### src/rtl/rstcon_seq_multi.sv
// rstcon_seq_multi
//
// N-channel reset sequencer for the SoC reset controller. It sits upstream
// of the per-domain reset synchronisers.
//
// Assertion is asynchronous: while rst is high, every channel reset is high.
// Release is synchronous and happens in ascending channel order:
//   - All channels are held for HOLD_CYCLES after the reset source clears.
//   - Each following channel is released STEP_CYCLES edges after the one
//     before it.
//
// A synchronous full_rst_req re-runs the whole sequence. Once the sequence
// has finished, each channel can be pulsed again through its own
// software reset request. With CASCADE=1, a request on channel i also pulses
// every channel above it.
//
// Ports
//   clk           sole clock
//   rst           asynchronous active-high reset
//   full_rst_req  synchronous request to re-run the whole sequence (level)
//   sw_rst_req    per-channel synchronous software reset request (level)
//   rst_out       active-high channel resets, bit 0 released first (registered)
//   seq_done      high once the sequencer has released every channel (registered)
//   stage         number of channels released so far by the sequencer (registered)
//
// The FSM state is held in state_q (type state_t) so that checkers can be
// bound to it.
module rstcon_seq_multi #(
    parameter int CHANNELS    = 4,
    parameter int HOLD_CYCLES = 16,
    parameter int STEP_CYCLES = 8,
    parameter int MIN_HOLD    = 4,
    parameter int CASCADE     = 1
) (
    input  logic                          clk,
    input  logic                          rst,
    input  logic                          full_rst_req,
    input  logic [CHANNELS-1:0]           sw_rst_req,
    output logic [CHANNELS-1:0]           rst_out,
    output logic                          seq_done,
    output logic [$clog2(CHANNELS+1)-1:0] stage
);

    localparam int STAGE_W = $clog2(CHANNELS + 1);
    localparam int MAX_A   = (HOLD_CYCLES > STEP_CYCLES) ? HOLD_CYCLES : STEP_CYCLES;
    localparam int MAX_CNT = (MAX_A > MIN_HOLD) ? MAX_A : MIN_HOLD;
    localparam int CNT_W   = $clog2(MAX_CNT + 1);

    localparam logic [CNT_W-1:0]   CNT_SAT    = '1;
    localparam logic [CNT_W-1:0]   HOLD_END   = CNT_W'(HOLD_CYCLES);
    localparam logic [CNT_W-1:0]   STEP_END   = CNT_W'(STEP_CYCLES - 1);
    localparam logic [CNT_W-1:0]   SW_END     = CNT_W'(MIN_HOLD - 1);
    localparam logic [STAGE_W-1:0] LAST_STAGE = STAGE_W'(CHANNELS - 1);

    typedef enum logic [1:0] {
        SYNC = 2'd0,
        HOLD = 2'd1,
        STEP = 2'd2,
        RUN  = 2'd3
    } state_t;

    state_t               state_q, state_d;
    logic [CNT_W-1:0]     cnt_q, cnt_d;
    logic [STAGE_W-1:0]   stage_q, stage_d;
    logic                 seq_done_q, seq_done_d;
    logic [CHANNELS-1:0]  rst_out_q, rst_out_d;
    logic [CHANNELS-1:0]  sw_act_q, sw_act_d;
    logic [CNT_W-1:0]     sw_cnt_q [CHANNELS];
    logic [CNT_W-1:0]     sw_cnt_d [CHANNELS];
    logic [CHANNELS-1:0]  eff_req;
    logic [1:0]           sync_q;
    logic                 rst_sync_q;

    // Deassertion synchroniser.
    //   - sync_q[0] clears at the first edge after rst falls.
    //   - rst_sync (sync_q[1]) clears at the second edge.
    always_ff @(posedge clk or posedge rst) begin
        if (rst) begin
            sync_q <= 2'b11;
        end else begin
            sync_q <= {sync_q[0], 1'b0};
        end
    end

    assign rst_sync_q = sync_q[1];

    function automatic logic [CNT_W-1:0] sat_inc(input logic [CNT_W-1:0] v);
        return (v == CNT_SAT) ? v : v + 1'b1;
    endfunction

    // Effective software request per channel.
    // With cascade enabled, a request on any lower channel also counts.
    always_comb begin
        logic seen;
        seen    = 1'b0;
        eff_req = '0;
        for (int j = 0; j < CHANNELS; j++) begin
            eff_req[j] = sw_rst_req[j] | ((CASCADE != 0) && seen);
            seen       = seen | sw_rst_req[j];
        end
    end

    always_comb begin
        state_d    = state_q;
        cnt_d      = cnt_q;
        stage_d    = stage_q;
        seq_done_d = seq_done_q;
        sw_act_d   = sw_act_q;
        sw_cnt_d   = sw_cnt_q;
        rst_out_d  = '1;

        if (full_rst_req) begin
            // Keep the sequence parked at the start of HOLD while the request
            // stays high. Any software pulse in flight is discarded.
            state_d    = HOLD;
            cnt_d      = '0;
            stage_d    = '0;
            seq_done_d = 1'b0;
            sw_act_d   = '0;
            for (int j = 0; j < CHANNELS; j++) begin
                sw_cnt_d[j] = '0;
            end
        end else begin
            case (state_q)
                SYNC: begin
                    // rst_sync clears at this very edge, so this edge is
                    // already the first hold edge.
                    if (!sync_q[0]) begin
                        state_d = HOLD;
                        cnt_d   = CNT_W'(1);
                    end
                end
                HOLD: begin
                    if (!rst_sync_q && (cnt_q >= HOLD_END)) begin
                        stage_d = STAGE_W'(1);
                        cnt_d   = '0;
                        if (CHANNELS == 1) begin
                            state_d    = RUN;
                            seq_done_d = 1'b1;
                        end else begin
                            state_d = STEP;
                        end
                    end else begin
                        cnt_d = sat_inc(cnt_q);
                    end
                end
                STEP: begin
                    if (cnt_q >= STEP_END) begin
                        stage_d = stage_q + 1'b1;
                        cnt_d   = '0;
                        if (stage_q == LAST_STAGE) begin
                            state_d    = RUN;
                            seq_done_d = 1'b1;
                        end
                    end else begin
                        cnt_d = sat_inc(cnt_q);
                    end
                end
                RUN: begin
                    // The release happens at the MIN_HOLD-th edge after the
                    // last edge that sampled the request high.
                    for (int j = 0; j < CHANNELS; j++) begin
                        if (eff_req[j]) begin
                            sw_act_d[j] = 1'b1;
                            sw_cnt_d[j] = '0;
                        end else if (sw_act_q[j]) begin
                            if (sw_cnt_q[j] >= SW_END) begin
                                sw_act_d[j] = 1'b0;
                                sw_cnt_d[j] = '0;
                            end else begin
                                sw_cnt_d[j] = sat_inc(sw_cnt_q[j]);
                            end
                        end
                    end
                end
                default: begin
                    state_d = SYNC;
                end
            endcase
        end

        // Channel k is released by the sequencer once stage exceeds k.
        // A software pulse can re-assert it on top of that.
        for (int k = 0; k < CHANNELS; k++) begin
            rst_out_d[k] = (STAGE_W'(k) >= stage_d) | sw_act_d[k];
        end
    end

    always_ff @(posedge clk or posedge rst) begin
        if (rst) begin
            state_q    <= SYNC;
            cnt_q      <= '0;
            stage_q    <= '0;
            seq_done_q <= 1'b0;
            rst_out_q  <= '1;
            sw_act_q   <= '0;
            for (int j = 0; j < CHANNELS; j++) begin
                sw_cnt_q[j] <= '0;
            end
        end else begin
            state_q    <= state_d;
            cnt_q      <= cnt_d;
            stage_q    <= stage_d;
            seq_done_q <= seq_done_d;
            rst_out_q  <= rst_out_d;
            sw_act_q   <= sw_act_d;
            for (int j = 0; j < CHANNELS; j++) begin
                sw_cnt_q[j] <= sw_cnt_d[j];
            end
        end
    end

    assign rst_out  = rst_out_q;
    assign seq_done = seq_done_q;
    assign stage    = stage_q;

endmodule
### config.mk
export PLATFORM = sky130hd
export DESIGN_NAME = rstcon_seq_multi
export DESIGN_NICKNAME = d
export VERILOG_FILES = /design/src/rtl/rstcon_seq_multi.sv
export SDC_FILE = /design/constraint.sdc
export NUM_CORES = 1
export LEC_CHECK = 0
export ABC_CLOCK_PERIOD_IN_PS = 2009
export CAP_MARGIN = 30
export CELL_PAD_IN_SITES_DETAIL_PLACEMENT = 1
export CELL_PAD_IN_SITES_GLOBAL_PLACEMENT = 2
export CORE_MARGIN = 2
export CORE_UTILIZATION = 33
export DETAILED_ROUTE_END_ITERATION = 6
export PLACE_DENSITY_LB_ADDON = 0.15
export SETUP_SLACK_MARGIN = 0.1
export SYNTH_ARGS = -nofsm -noshare
export SYNTH_HDL_FRONTEND = slang
export SYNTH_SLANG_ARGS = --single-unit
### constraint.sdc
create_clock -name clk -period 2.01 [get_ports clk]
set_clock_uncertainty 0.15 [all_clocks]
set_input_delay 0.201 -clock clk [delete_from_list [all_inputs] [get_ports clk]]
set_output_delay 0.201 -clock clk [all_outputs]
set_load 0.05 [all_outputs]
## Yosys cells after proc, flatten, opt, wreduce, memory -nomap -nowiden

Index checks and enable logic that the tools add are counted.

| cells by class | value |
|---|---|
| add/sub/neg operators | 6 |
| $lt $le $gt $ge | 10 |
| equality and inequality tests | 17 |
| muxes and demuxes | 52 |
| bitwise logic cells | 7 |
| reduce and logical (&&, ||, !) cells | 19 |

Operators with widths:

| operator | count |
|---|---|
| $mux W5 | 21 |
| $mux W20 | 2 |
| $add A5 B1 Y5 const B | 5 |
| $eq A5 B5 Y1 const B | 5 |
| $ge A5 B2 Y1 const B | 4 |
| $mux W1 | 16 |
| $ne A4 B4 Y1 const B | 4 |
| $pmux W5 S3 | 1 |
| $reduce_and A3 Y1 | 5 |
| $ne A3 B3 Y1 const B | 4 |
| $reduce_bool A3 Y1 | 4 |
| $mux W2 | 5 |
| $mux W3 | 3 |
| $mux W4 | 2 |
| $reduce_bool A2 Y1 | 4 |
| $or A1 B1 Y1 | 7 |
| $ge A1 B3 Y1 const A | 2 |
| $ge A2 B3 Y1 const A | 2 |
| $pmux W2 S3 | 1 |
| $pmux W3 S2 | 1 |
| $ge A5 B3 Y1 const B | 1 |
| $ge A5 B5 Y1 const B | 1 |
| $reduce_and A5 Y1 | 1 |
| $eq A2 B2 Y1 const B | 2 |
| other kinds (8) | 8 |

| storage, ports and cells | value |
|---|---|
| register bits | 41 |
| bits of input ports | 7 |
| output and inout port bits | 8 |
| logic and storage cells | 122 |

## Depth between registers and ports, before layout

Gate-level depths: netlist of the first run.

| logic depth | value |
|---|---|
| depth after elaboration | 7 |
| mapped depth | 8 |
| mapped depth without buffers | 7 |

## Least setup slack after synthesis of the first run

Ideal clock, no wire load.

| timing path | value |
|---|---|
| path kind | register to register |
| from | register sw_cnt_q[15] in the netlist's numbering |
| to | register sw_cnt_q[15] in the netlist's numbering |
| library setup time | 0.078 ns |
| arrival | 1.984 ns |
| data required time | 1.782 ns |
| setup slack | -0.202 ns |
| cell stages (with the launch flop) | 8 |
| path buffers | 0 |
| period minus slack after synthesis | 2.212 ns |
| path through | dfrtp_1 ha_1 and3_1 ha_1 a31oi_1 o21ai_1 or4b_2 a21oi_1 |

| between the ends | value |
|---|---|
| longest elaborated chain between the ends | 7 |
| elaborated cells between the ends (all ways) | 11 |
| those cells by class | add/sub (1); order compare (1); eq/ne (2); mux (6); reduce/logical (1) |

RTL lines:

| item | RTL line | RTL |
|---|---|---|
| from (decl) | 68 | `logic [CNT_W-1:0] sw_cnt_q [CHANNELS];` |
| from (signal, indexed assignment) | 208 | `sw_cnt_q[j] <= sw_cnt_d[j];` |
| $add A5 B1 Y5 | 88 | `return (v == CNT_SAT) ? v : v + 1'b1;` |
| $mux W5 | 88 |  |
| $mux W5 | 167 | `if (sw_cnt_q[j] >= SW_END) begin` |
| $mux W5 | 166 | `end else if (sw_act_q[j]) begin` |
| $mux W5 | 163 | `if (eff_req[j]) begin` |
| $mux W20 | 124 | `case (state_q)` |
| $mux W20 | 112 | `if (full_rst_req) begin` |

Several ways; a longest one is shown, not always the timed one. The select of a mux whose other input is x is not followed.
A chain may end at the register's enable or synchronous reset.

## Worst setup path after layout of the first run

| timing path | value |
|---|---|
| from | register sw_cnt_q[16] in the netlist's numbering |
| to | register sw_cnt_q[15] in the netlist's numbering |

| between the ends | value |
|---|---|
| longest elaborated chain between the ends | 6 |
| elaborated cells between the ends (all ways) | 9 |
| those cells by class | order compare (1); eq/ne (2); mux (5); reduce/logical (1) |

RTL lines:

| item | RTL line |
|---|---|
| $ge A5 B2 Y1 | 167 |
| $mux W5 | 167 |
| $mux W5 | 166 |
| $mux W5 | 163 |
| $mux W20 | 124 |
| $mux W20 | 112 |

Several ways; a longest one is shown, not always the timed one. The select of a mux whose other input is x is not followed.

==> reports/results.env, run 1 <==
WORST_PATH_DOMINANT_CELL_FAMILY='simple AND/OR/NAND/NOR gates'
RSZ0062_AT_GRT='yes'
DRIVE_ABOVE_1_SHARE_PCT=38.0
CP.REQUIRED_PS=2090
ROUTE.DETAILED.WL_PER_INST_UM=15.7
ASYNCSETRESETFLOPFRACSYNTH_PCT=100
SEQ_PWR_SHARE_PCT=33.8
NUM_VIAS=2012
IO_PINS=15
NETS=328
CLOCKBUFFERDEPTH=2
SETUP-TNS-FINAL_PS=0
FIRST_ITER_VIOLATIONS=37
TOTAL_GRT_OVERFLOW=0
YOSYS_CELL_TYPES=44
GRT_FIRST_PASS_WIRELENGTH_MM=9.89
FINALWEIGHTEDCONGESTION=0.792
RR_WORST_DEPTH=7
CATEGORY_OF_THE_MOST_CRITICAL_SETUP_PATH='reg -> reg'
SYNTH_SEQ_CELLS=41
DESIGN_AREA_MM2=0.00324
CP-END-KIND='register'
CRIT_PATH_TOP_DELAY_CELL='or4b_4'
NUMBER_OF_ENABLE_TYPE_REGISTER_CELLS_IN_THE_SYNTHESIZED_NETLIST=0
NUM_ROWS=29
FLOORPLAN.INITIALDENSITY_PCT=34.6
SYNTH_COMPOUND_GATE_AREA_SHARE_PCT=15.4
MEASURED_SLEW_AT_THE_WORST_SLEW_CHECK_PIN_PS=502
RUN_STATUS='finished clean'
SYNTH_SEQ_AREA_SHARE_PCT=46.2
CLOCK-ROOT-BUFFER='clkbuf_8'
FIN_CRIT_PS=1970
FINALMAXSLEWVIOLATIONS=0
FLOORPLAN.DIE_AREA_MM2=0.00745
CRITICAL_PATH_BUF_INV_COUNT=0
SWITCHING_SHARE_PCT=36.1
STARTPOINT_TYPE='register'
ACHIEVABLE-FREQUENCY_MHz=507
GRT_USE_TOTAL_PCT=17.0
POWER.STATIC_LEAKAGE_nW=1.52
CORE_MM2=0.00646
TIMING.CRITICAL_PATH.SLOWEST_CELL_DELAY_PS=490
FILLERS=726
CTS_H_TREE_LVLS=2
COMBPWRFRAC_PCT=47.5
FLOORPLAN.DIE.HEIGHT_UM=86.3
MET3_LENGTH_UM=127
CLOCK_INSERTION_DELAY_WORST_SKEW_PS=300
POST_SYNTH_SIMPLE_GATE_AREA_PCT=23.9
DETAILED_PLACE.AREA_MM2=0.00278
GRT_ANTENNA_BEFORE_REPAIR=0
MAPPED_CELL_AREA_MM2=0.00223
CLOCK_SINKS=41
FINAL-INSTANCE-COUNT-EXCL-FILL=382
NETSWITCHINGPOWER_mW=1.01
CLK_TRANSITION_REPORTED_PATHS_PS=90
POST-DP-HPWL_MM=4.16
SYNTHESIS.NETS=260
POWER.DENSITY_mW_PER_MM2=865
VIAS_PER_CELL=5.27
CELLINTERNALPOWER_mW=1.79
SYNTHESIS.INSTANCES=237
SETUP_VIOL=0
AREA.GROWTH.SYNTH_TO_FINAL_PCT=45.2
ROUTE.LAYER.MET1.WL_MM=2.89
HOLD_PATH_CLASS='in -> async'
ANTENNADIODECOUNT=0
SYNTH.AREA.MUX_SHARE_PCT=1.79
SYNTH_WARNINGS=0
TIMING.CRITICAL_PATH.DEPTH=7
PORT_BUFFERS=14
RELSLEWSLACK_PCT=66.4
SYN-MEAN-INSTANCE-AREA_UM2=9.43
CRIT_CHAIN='ha_2 -> and3_4 -> ha_4 -> a31oi_4 -> o21ai_2 -> or4b_4 -> a21oi_2'
TIMING.HOLD.WS_PS=130
DOMINANT_COMBINATIONAL_CELL_FAMILY_BY_AREA_AFTER_SYNTHESIS='simple AND/OR/NAND/NOR gates'
WL_MET2_MM=2.94
DETAILEDROUTE.FIRSTPASSITERATIONCOUNT=4
POWER.SHARE.CLOCK_PCT=18.7
CP.ARRIVAL_PS=2050
DRCVIOLATIONCOUNT=0
NUMBER_OF_GLOBAL_ROUTE_VIAS_BEFORE_REPAIR=2121
SYNTH-ADDER-AREA-SHARE_PCT=8.96
DRT-TOTAL-WL_MM=6.01
FINAL-HOLD-VIOLATION-COUNT=0
TRITONCTS='built'
POST-ROUTE-PERIOD-UTIL_PCT=98.1
DRT.ANTENNA.VIOLATING_NETS=0
SYNTH_TOP_FLOP_CELL='dfrtp_1'
DIE_W_UM=86.3
YOSYS.AREA_SHARE.XOR_XNOR_PCT=0
POWER.IR.VDD_WORST_uV=421
HIGHEST_LAYER_USED_FOR_SIGNAL_ROUTING='met4'
CRITICAL_PATH.MAX_FANOUT=2
PLACED_CELLS=358
MAX_CAP_VIOL_COUNT=0
GRT_MAX_DEGREE=42
NUMCTSBUFFERS=5
CTS_HOLD_BUFFERS=0
worst min-delay path: stages:
cell and delay (ps):
clkdlybuf4s50_1 400, inv_1 100, buf_12 250
area by class of cell:
class	count	area (µm²)	area share [%]
Clock buffer	6	72.6	2.24
Clock inverter	1	5.00	0.154
Inverter	13	48.8	1.50
Multi-Input combinational cell	177	1420	43.9
Sequential cell	41	1030	31.9
Tap cell	77	96.3	2.97
Timing Repair Buffer	67	564	17.4
placed cells by master (no fill, tap or decap), types with 7 or more instances in the layout:
cell / count
clkdlybuf4s50_1: 7
nor2b_1: 7
nor2_1: 12
ha_1: 7
dfrtp_1: 35
ha_4: 7
and3_1: 8
nand3_1: 10
buf_4: 50
nand2_1: 37
inv_1: 10
power groups by stage:
stage               combinational (mW)  clock [mW]  sequential (mW)
finish                            1.33       0.525            0.949
CTS                               1.13       0.549            0.943
floorplan                        0.557           0            0.947
detailed placement               0.997           0            0.950
global placement                 0.971           0            0.948
global route                      1.46       0.575            0.960
sequential cells by signal, indices dropped and copies added, names as in the netlist:
name and count:
sw_cnt_q 20, cnt_q 5, rst_out 4, sw_act_q 4, stage 3, state_q 2
sync_q 2, seq_done 1
synthesized netlist by cell type, types with 2 or more instances:
library cell  count  share of area, %
and3_1           11               3.1
a221oi_1          2              0.78
nand4_1           2              0.56
nor2b_1           8               2.2
inv_1            13               2.2
nand3_1          10               2.2
a31oi_1           9               2.5
a21oi_1           8               1.8
mux2i_1           4               1.8
nor3_1            4              0.90
nand3b_1          2              0.67
a211oi_1          3               1.0
o21ai_0           6               1.3
or3_1             2              0.56
nor3b_1           3               1.0
a21o_1            3               1.0
o211ai_1          2              0.67
dfrtp_1          35                39
nand2_1          38               6.4
ha_1             16               9.0
nor4_1            4               1.1
nor2_1           16               2.7
o21a_1            2              0.67
dfstp_2           6               7.1
nand2b_1          2              0.56
a22o_1            3               1.2
clkbuf_1          4              0.67
a22oi_1           3               1.0
metrics by stage:
step                power (mW)  utilization [%]  setup slack, ps
finish                    2.81             50.2             38.9
global route              2.99             50.2            -15.8
CTS                       2.62             47.0             7.32
detailed placement        1.95             43.0             -118
global placement          1.92             43.0             -111
floorplan                 1.50                -             49.3
repair_timing:
item                                    CTS  global route
setup buffers                            10             8
endpoints found under the setup margin   14            27
resized for setup                        20            33
pin swaps                                11            16
metal layers:
layer / vias up / track usage, %
li1: 985 / -
met5: - / 0
met4: 0 / 4.55
met2: 19 / 28.3
met3: 4 / 3.33
met1: 1004 / 22.7
logic make-up after synthesis:
logic type                 after synthesis
other                                    1
adders and majority gates               16
muxes                                    4
buffers and inverters                   19
and+or+nand+nor                        107
AOI/OAI and AO/OA                       49
DFF                                     41
final timing paths:
kind | endpoint | start | slack (ps)
max reg2reg | sw_cnt_q[15]$_DFFE_PP0P_ | sw_cnt_q[16]$_DFFE_PP0P_ | 40
min reg2reg | sync_q[1]$_DFF_PP1_ | sync_q[0]$_DFF_PP1_ | 240
min | sw_cnt_q[12]$_DFFE_PP0P_ | rst | 130
max | sw_cnt_q[15]$_DFFE_PP0P_ | sw_cnt_q[16]$_DFFE_PP0P_ | 40
max in group asynchronous | sync_q[1]$_DFF_PP1_ | rst | 1310
min in group clk | sync_q[1]$_DFF_PP1_ | sync_q[0]$_DFF_PP1_ | 240
No activity file was read; power rests on OpenSTA's default activity.
==> inputs of run 2 (changes only) <==
ABC_CLOCK_PERIOD_IN_PS = 2050   (was 2009)
CORE_UTILIZATION = 37   (was 33)
clock period = 2.05 ns   (was 2.01 ns; I/O delays follow)
==> run 2 against run 1 <==
Effect of this change: non-clock buffer count decreased by 14; clock-buffer cell count stayed put; critical path depth did not move; flip-flop and latch count stayed put; critical endpoint unchanged; largest power group unchanged.
==> reports/results.env, run 2 (synthesized netlist as in run 1, its figures left out) <==
RUN_STATUS='finished clean'
MAX_CAP_VIOL_COUNT=0
CP.REQUIRED_PS=2120
NETS=314
DIE_W_UM=81.7
BIGGEST_REGISTERS_AFTER_LAYOUT='sw_cnt_q: 20 flops, cnt_q: 5 flops'
POWER.STATIC_LEAKAGE_nW=1.46
FINAL-INSTANCE-COUNT-EXCL-FILL=367
POWER.DENSITY_mW_PER_MM2=889
CATEGORY_OF_THE_MOST_CRITICAL_SETUP_PATH='reg -> reg'
NUMBER_OF_GLOBAL_ROUTE_VIAS_BEFORE_REPAIR=1932
PORT_BUFFERS=14
CP.ARRIVAL_PS=2040
RSZ0062_AT_GRT='yes'
GRT_FIRST_PASS_WIRELENGTH_MM=9.33
DRT.ANTENNA.VIOLATING_NETS=0
TOP_REGISTER='sw_cnt_q'
NUM_ROWS=28
CLOCK_INSERTION_DELAY_WORST_SKEW_PS=290
DESIGN_AREA_MM2=0.00304
AREA_OF_THE_MULTI_INPUT_GATES_MM2=0.00132
FLOORPLAN.DIE.HEIGHT_UM=81.7
GRT_USE_TOTAL_PCT=18.3
COMMONEST_NON_FILL_NON_TAP_CELLS_IN_THE_LAYOUT='buf_4, nand2_1, dfrtp_1, nor2_1, inv_1'
STARTPOINT_TYPE='register'
TOTALPOWERFINAL_mW=2.70
POST-ROUTE-PERIOD-UTIL_PCT=96.3
MEASURED_SLEW_AT_THE_WORST_SLEW_CHECK_PIN_PS=503
CRITICAL_PATH.MAX_FANOUT=2
FINALWEIGHTEDCONGESTION=0.738
DETAILEDROUTE.FIRSTPASSITERATIONCOUNT=4
GRT_MAX_DEGREE=29
CP-END-KIND='register'
FIRST_ITER_VIOLATIONS=91
CLOCKBUFFERDEPTH=2
FLOORPLAN.INITIALDENSITY_PCT=38.0
IO_PINS=15
SETUP_VIOL=0
POWER.IR.VDD_WORST_uV=354
FIN_CRIT_PS=1980
DETAILED_PLACE.AREA_MM2=0.00270
GRT_ANTENNA_BEFORE_REPAIR=0
AREA.GROWTH.SYNTH_TO_FINAL_PCT=36.1
FLOORPLAN.DIE_AREA_MM2=0.00668
FF_LATCH_AREA_MM2=0.00103
FINALMAXSLEWVIOLATIONS=0
DRT-TOTAL-WL_MM=5.52
FINAL_CORE_UTILIZATION_PCT=51.7
NUMCTSBUFFERS=5
CORE_MM2=0.00589
DRCVIOLATIONCOUNT=0
ROUTE.DETAILED.WL_PER_INST_UM=15.0
TRITONCTS='built'
MOST_COMMON_CELL_AFTER_LAYOUT_FILL_AND_TAPS_ASIDE='buf_4'
LARGEST_REGISTER_FF_COUNT=20
RELSLEWSLACK_PCT=66.4
CLOCK_SINKS=41
POST-DP-HPWL_MM=4.00
NUM_VIAS=1919
FILLERS=680
PLACED_CELLS=346
FINAL-HOLD-VIOLATION-COUNT=0
DRIVE_ABOVE_1_SHARE_PCT=29.8
VIAS_PER_CELL=5.23
CLOCK-ROOT-BUFFER='clkbuf_8'
CLK_TRANSITION_REPORTED_PATHS_PS=90
TOTAL_GRT_OVERFLOW=0
CTS_H_TREE_LVLS=2
CTS_HOLD_BUFFERS=0
HOLD_PATH_CLASS='in -> async'
ANTENNADIODECOUNT=0
ACHIEVABLE-FREQUENCY_MHz=506
run 2: power by group:
part | internal (mW) | leakage [nW] | switching, mW | total (mW)
combinational | 0.547 | 0.864 | 0.582 | 1.13
clock | 0.362 | 0.0552 | 0.290 | 0.652
sequential | 0.873 | 0.543 | 0.0483 | 0.921
total | 1.78 | 1.46 | 0.921 | 2.70
run 2: critical path, stage by stage (launching register included):
cell     delay [ps]
dfrtp_1         400
ha_2            190
and3_4          150
ha_4            150
a31oi_4         160
o21ai_2          70
or4b_4          490
a21oi_2         140
run 2: worst paths after layout:
kind                                     startpoint  depth (start not counted)                  endpoint  slack [ps]
min in group clk                sync_q[0]$_DFF_PP1_                          0       sync_q[1]$_DFF_PP1_         230
min                                             rst                          3  sw_cnt_q[19]$_DFFE_PP0P_          90
min reg2reg                     sync_q[0]$_DFF_PP1_                          0       sync_q[1]$_DFF_PP1_         230
max in group asynchronous                       rst                          3      rst_out[3]$_DFF_PP1_        1270
max reg2reg                sw_cnt_q[15]$_DFFE_PP0P_                          7  sw_cnt_q[15]$_DFFE_PP0P_          70
max                        sw_cnt_q[15]$_DFFE_PP0P_                          7  sw_cnt_q[15]$_DFFE_PP0P_          70
run 2: metrics by stage:
stage	hold slack [ps]	TNS [ps]	setup WS, ps
floorplan	211	0	89.3
global placement	215	-398	-77.1
detailed placement	216	-615	-122
CTS	102	0	50.2
global route	135	0	18.5
finish	93.8	0	74.9
run 2: area by class of cell:
cell class                      instances  share of cell area, %
Clock inverter                          2                   1.15
Inverter                               13                   1.60
Sequential cell                        41                   34.0
Timing Repair Buffer                   53                   14.3
Multi-Input combinational cell        177                   43.5
Tap cell                               75                   3.09
Clock buffer                            6                   2.39
run 2: what timing repair did:
item / CTS / global route
gates resized for setup: 12 / 20
buffers inserted: 4 / 9
endpoints found under the setup margin: 15 / 25
hold endpoints to repair: 0 / 0
pin swaps: 4 / 10
run 2: routing by layer:
| metal | global-route usage (%) | routed length [µm] | part of all wire, % | vias to the layer above |
|---|---|---|---|---|
| li1 | - | - | - | 953 |
| met1 | 25.8 | 2780 | 50 | 940 |
| met2 | 29.3 | 2570 | 47 | 22 |
| met3 | 3.63 | 123 | 2.2 | 4 |
| met4 | 4.00 | 42 | 0.76 | 0 |
| met5 | 0 | 0 | 0 | - |
==> inputs of run 3 (changes only) <==
CORE_MARGIN = not set   (was 2)
==> run 3 against run 2 <==
Effect of this change: sequential share of layout area up 0.098 points; utilization up 1.8 points; die area down 4.8%; total power down 3.4%; sequential power about the same.
==> reports/results.env, run 3 (synthesized netlist as in run 1, its figures left out) <==
RUN_STATUS='finished clean'
DP_SLACK_PS=-104
NUMBER_OF_GLOBAL_ROUTE_VIAS_BEFORE_REPAIR=2003
CP.REQUIRED_PS=2120
TIMING.HOLD.WS_PS=203
CATEGORY_OF_THE_MOST_CRITICAL_SETUP_PATH='reg -> reg'
FINALWEIGHTEDCONGESTION=0.742
GRT_FIRST_PASS_WIRELENGTH_MM=9.38
ANTENNADIODECOUNT=0
POST-ROUTE-PERIOD-UTIL_PCT=96.2
COMMONEST_NON_FILL_NON_TAP_CELLS_IN_THE_LAYOUT='nand2_1, buf_4, dfrtp_1, nor2_1, inv_1'
PORT_BUFFERS=14
FILLERS=649
FIRST_ITER_VIOLATIONS=61
AREA.GROWTH.SYNTH_TO_FINAL_PCT=35.7
NUM_ROWS=27
CLK_TRANSITION_REPORTED_PATHS_PS=80
CTS_H_TREE_LVLS=2
IO_PINS=15
HOLD_PATH_CLASS='in -> async'
GROUTE.LAYER.MET3.USAGE_PCT=3.89
DRIVE_ABOVE_1_SHARE_PCT=30.4
POWER.DENSITY_mW_PER_MM2=861
FLOORPLAN.INITIALDENSITY_PCT=39.4
CRITPATHCAPTURE='sw_cnt_q[15]$_DFFE_PP0P_'
GRT_MAX_DEGREE=42
CLOCK_SINKS=41
GRT_BUSIEST_LAYER='met2'
FINAL-HOLD-VIOLATION-COUNT=0
FLOORPLAN.DIE_AREA_MM2=0.00635
DRT-TOTAL-WL_MM=5.56
USE_MET1_PCT=26.1
FINAL_CORE_UTILIZATION_PCT=53.4
DETAILEDROUTE.FIRSTPASSITERATIONCOUNT=4
CLOCK_INSERTION_DELAY_WORST_SKEW_PS=290
DESIGN_AREA_MM2=0.00303
TRITONCTS='built'
STARTPOINT_TYPE='register'
PLACED_CELLS=347
ROUTE.DETAILED.WL_PER_INST_UM=15.2
NUMCTSBUFFERS=5
POST-DP-HPWL_MM=3.90
REG2REG_SLACK_PS=80
CORE_MM2=0.00568
RSZ0062_AT_GRT='yes'
CRIT_PATH_LAUNCH='sw_cnt_q[16]$_DFFE_PP0P_'
RELSLEWSLACK_PCT=64.4
CRIT_PATH_TOP_DELAY_CELL='or4b_4'
FLOORPLAN.DIE.HEIGHT_UM=79.7
CLOCKBUFFERDEPTH=2
GRT_UTIL_MET2_PCT=30.4
ACHIEVABLE-FREQUENCY_MHz=507
SETUP_VIOL=0
CRITICAL_PATH.MAX_FANOUT=2
VIAS_PER_CELL=5.33
FINAL_CRITICAL_PATH_SETUP_SLACK_PS=77.3
RR_WORST_DEPTH=7
BIGGEST_REGISTERS_AFTER_LAYOUT='sw_cnt_q: 20 flops, cnt_q: 5 flops'
CRITICAL_PATH.REG2REG.ENDPOINT='sw_cnt_q[15]$_DFFE_PP0P_'
FINAL-INSTANCE-COUNT-EXCL-FILL=365
DRCVIOLATIONCOUNT=0
TOTAL_GRT_OVERFLOW=0
GRT_ANTENNA_BEFORE_REPAIR=0
TOTALPOWERFINAL_mW=2.61
MAX_CAP_VIOL_COUNT=0
GRT_USE_TOTAL_PCT=19.0
SETUP-TNS-FINAL_PS=0
CP-END-KIND='register'
DIE_W_UM=79.7
MEASURED_SLEW_AT_THE_WORST_SLEW_CHECK_PIN_PS=533
POWER.STATIC_LEAKAGE_nW=1.44
DRT.ANTENNA.VIOLATING_NETS=0
CP.ARRIVAL_PS=2040
TOP_REGISTER='sw_cnt_q'
NUM_VIAS=1946
FINALMAXSLEWVIOLATIONS=0
CRIT_CHAIN='ha_2 -> and3_4 -> ha_4 -> a31oi_4 -> o21ai_2 -> or4b_4 -> a21oi_2'
LARGEST_REGISTER_FF_COUNT=20
CLOCK-ROOT-BUFFER='clkbuf_8'
DETAILED_PLACE.AREA_MM2=0.00272
POWER.IR.VDD_WORST_uV=450
FIN_CRIT_PS=1970
TIMING.CRITICAL_PATH.SLOWEST_CELL_DELAY_PS=490
NETS=315
WORSTREG2REGSTART='sw_cnt_q[16]$_DFFE_PP0P_'
## run 3: worst min-delay path by stage
stage,endpoint,cells after the start
2_1_floorplan,sync_q[1]$_DFF_PP1_,0
3_3_place_gp,sync_q[1]$_DFF_PP1_,0
3_5_place_dp,sync_q[1]$_DFF_PP1_,0
4_1_cts,cnt_q[2]$_DFFE_PP0P_,3
5_1_grt,sync_q[1]$_DFF_PP1_,0
6_report,cnt_q[2]$_DFFE_PP0P_,3
## run 3: routing by layer
metal / wire length [µm] / up-vias
li1: - / 953
met5: 0 / -
met1: 2760 / 970
met2: 2650 / 19
met4: 36 / 0
met3: 118 / 4
## run 3: worst max-delay path, delay by kind of cell, from the launching register on
| kind | cells | cell delay [ps] |
|---|---|---|
| AO/OA/AOI/OAI | 3 | 370 |
| adder cells (fa/ha/maj) | 2 | 350 |
| flip-flops | 1 | 390 |
| AND/OR/NAND/NOR | 2 | 640 |
## run 3: layout make-up
class | instances | area, µm² | share of cell area, %
tap | 72 | 90.1 | 2.97
multi-input combinational | 177 | 1310 | 43.2
clock buffer | 7 | 96.3 | 3.18
inverter | 13 | 48.8 | 1.61
clock inverter | 1 | 5.00 | 0.165
timing repair buffer | 54 | 448 | 14.8
sequential | 41 | 1030 | 34.1
## run 3: power by group
part	internal (mW)	leakage (nW)	total [mW]	switching, mW
combinational	0.529	0.844	1.10	0.567
clock	0.305	0.0542	0.592	0.288
sequential	0.873	0.543	0.922	0.0486
## run 3: timing repair
| item | in CTS | in global routing |
|---|---|---|
| hold buffers | 0 | 0 |
| endpoints found under the setup margin | 7 | 26 |
| buffers inserted | 1 | 9 |
| cloned | 0 | 0 |
| resized for setup | 10 | 22 |
| pin swaps | 7 | 7 |
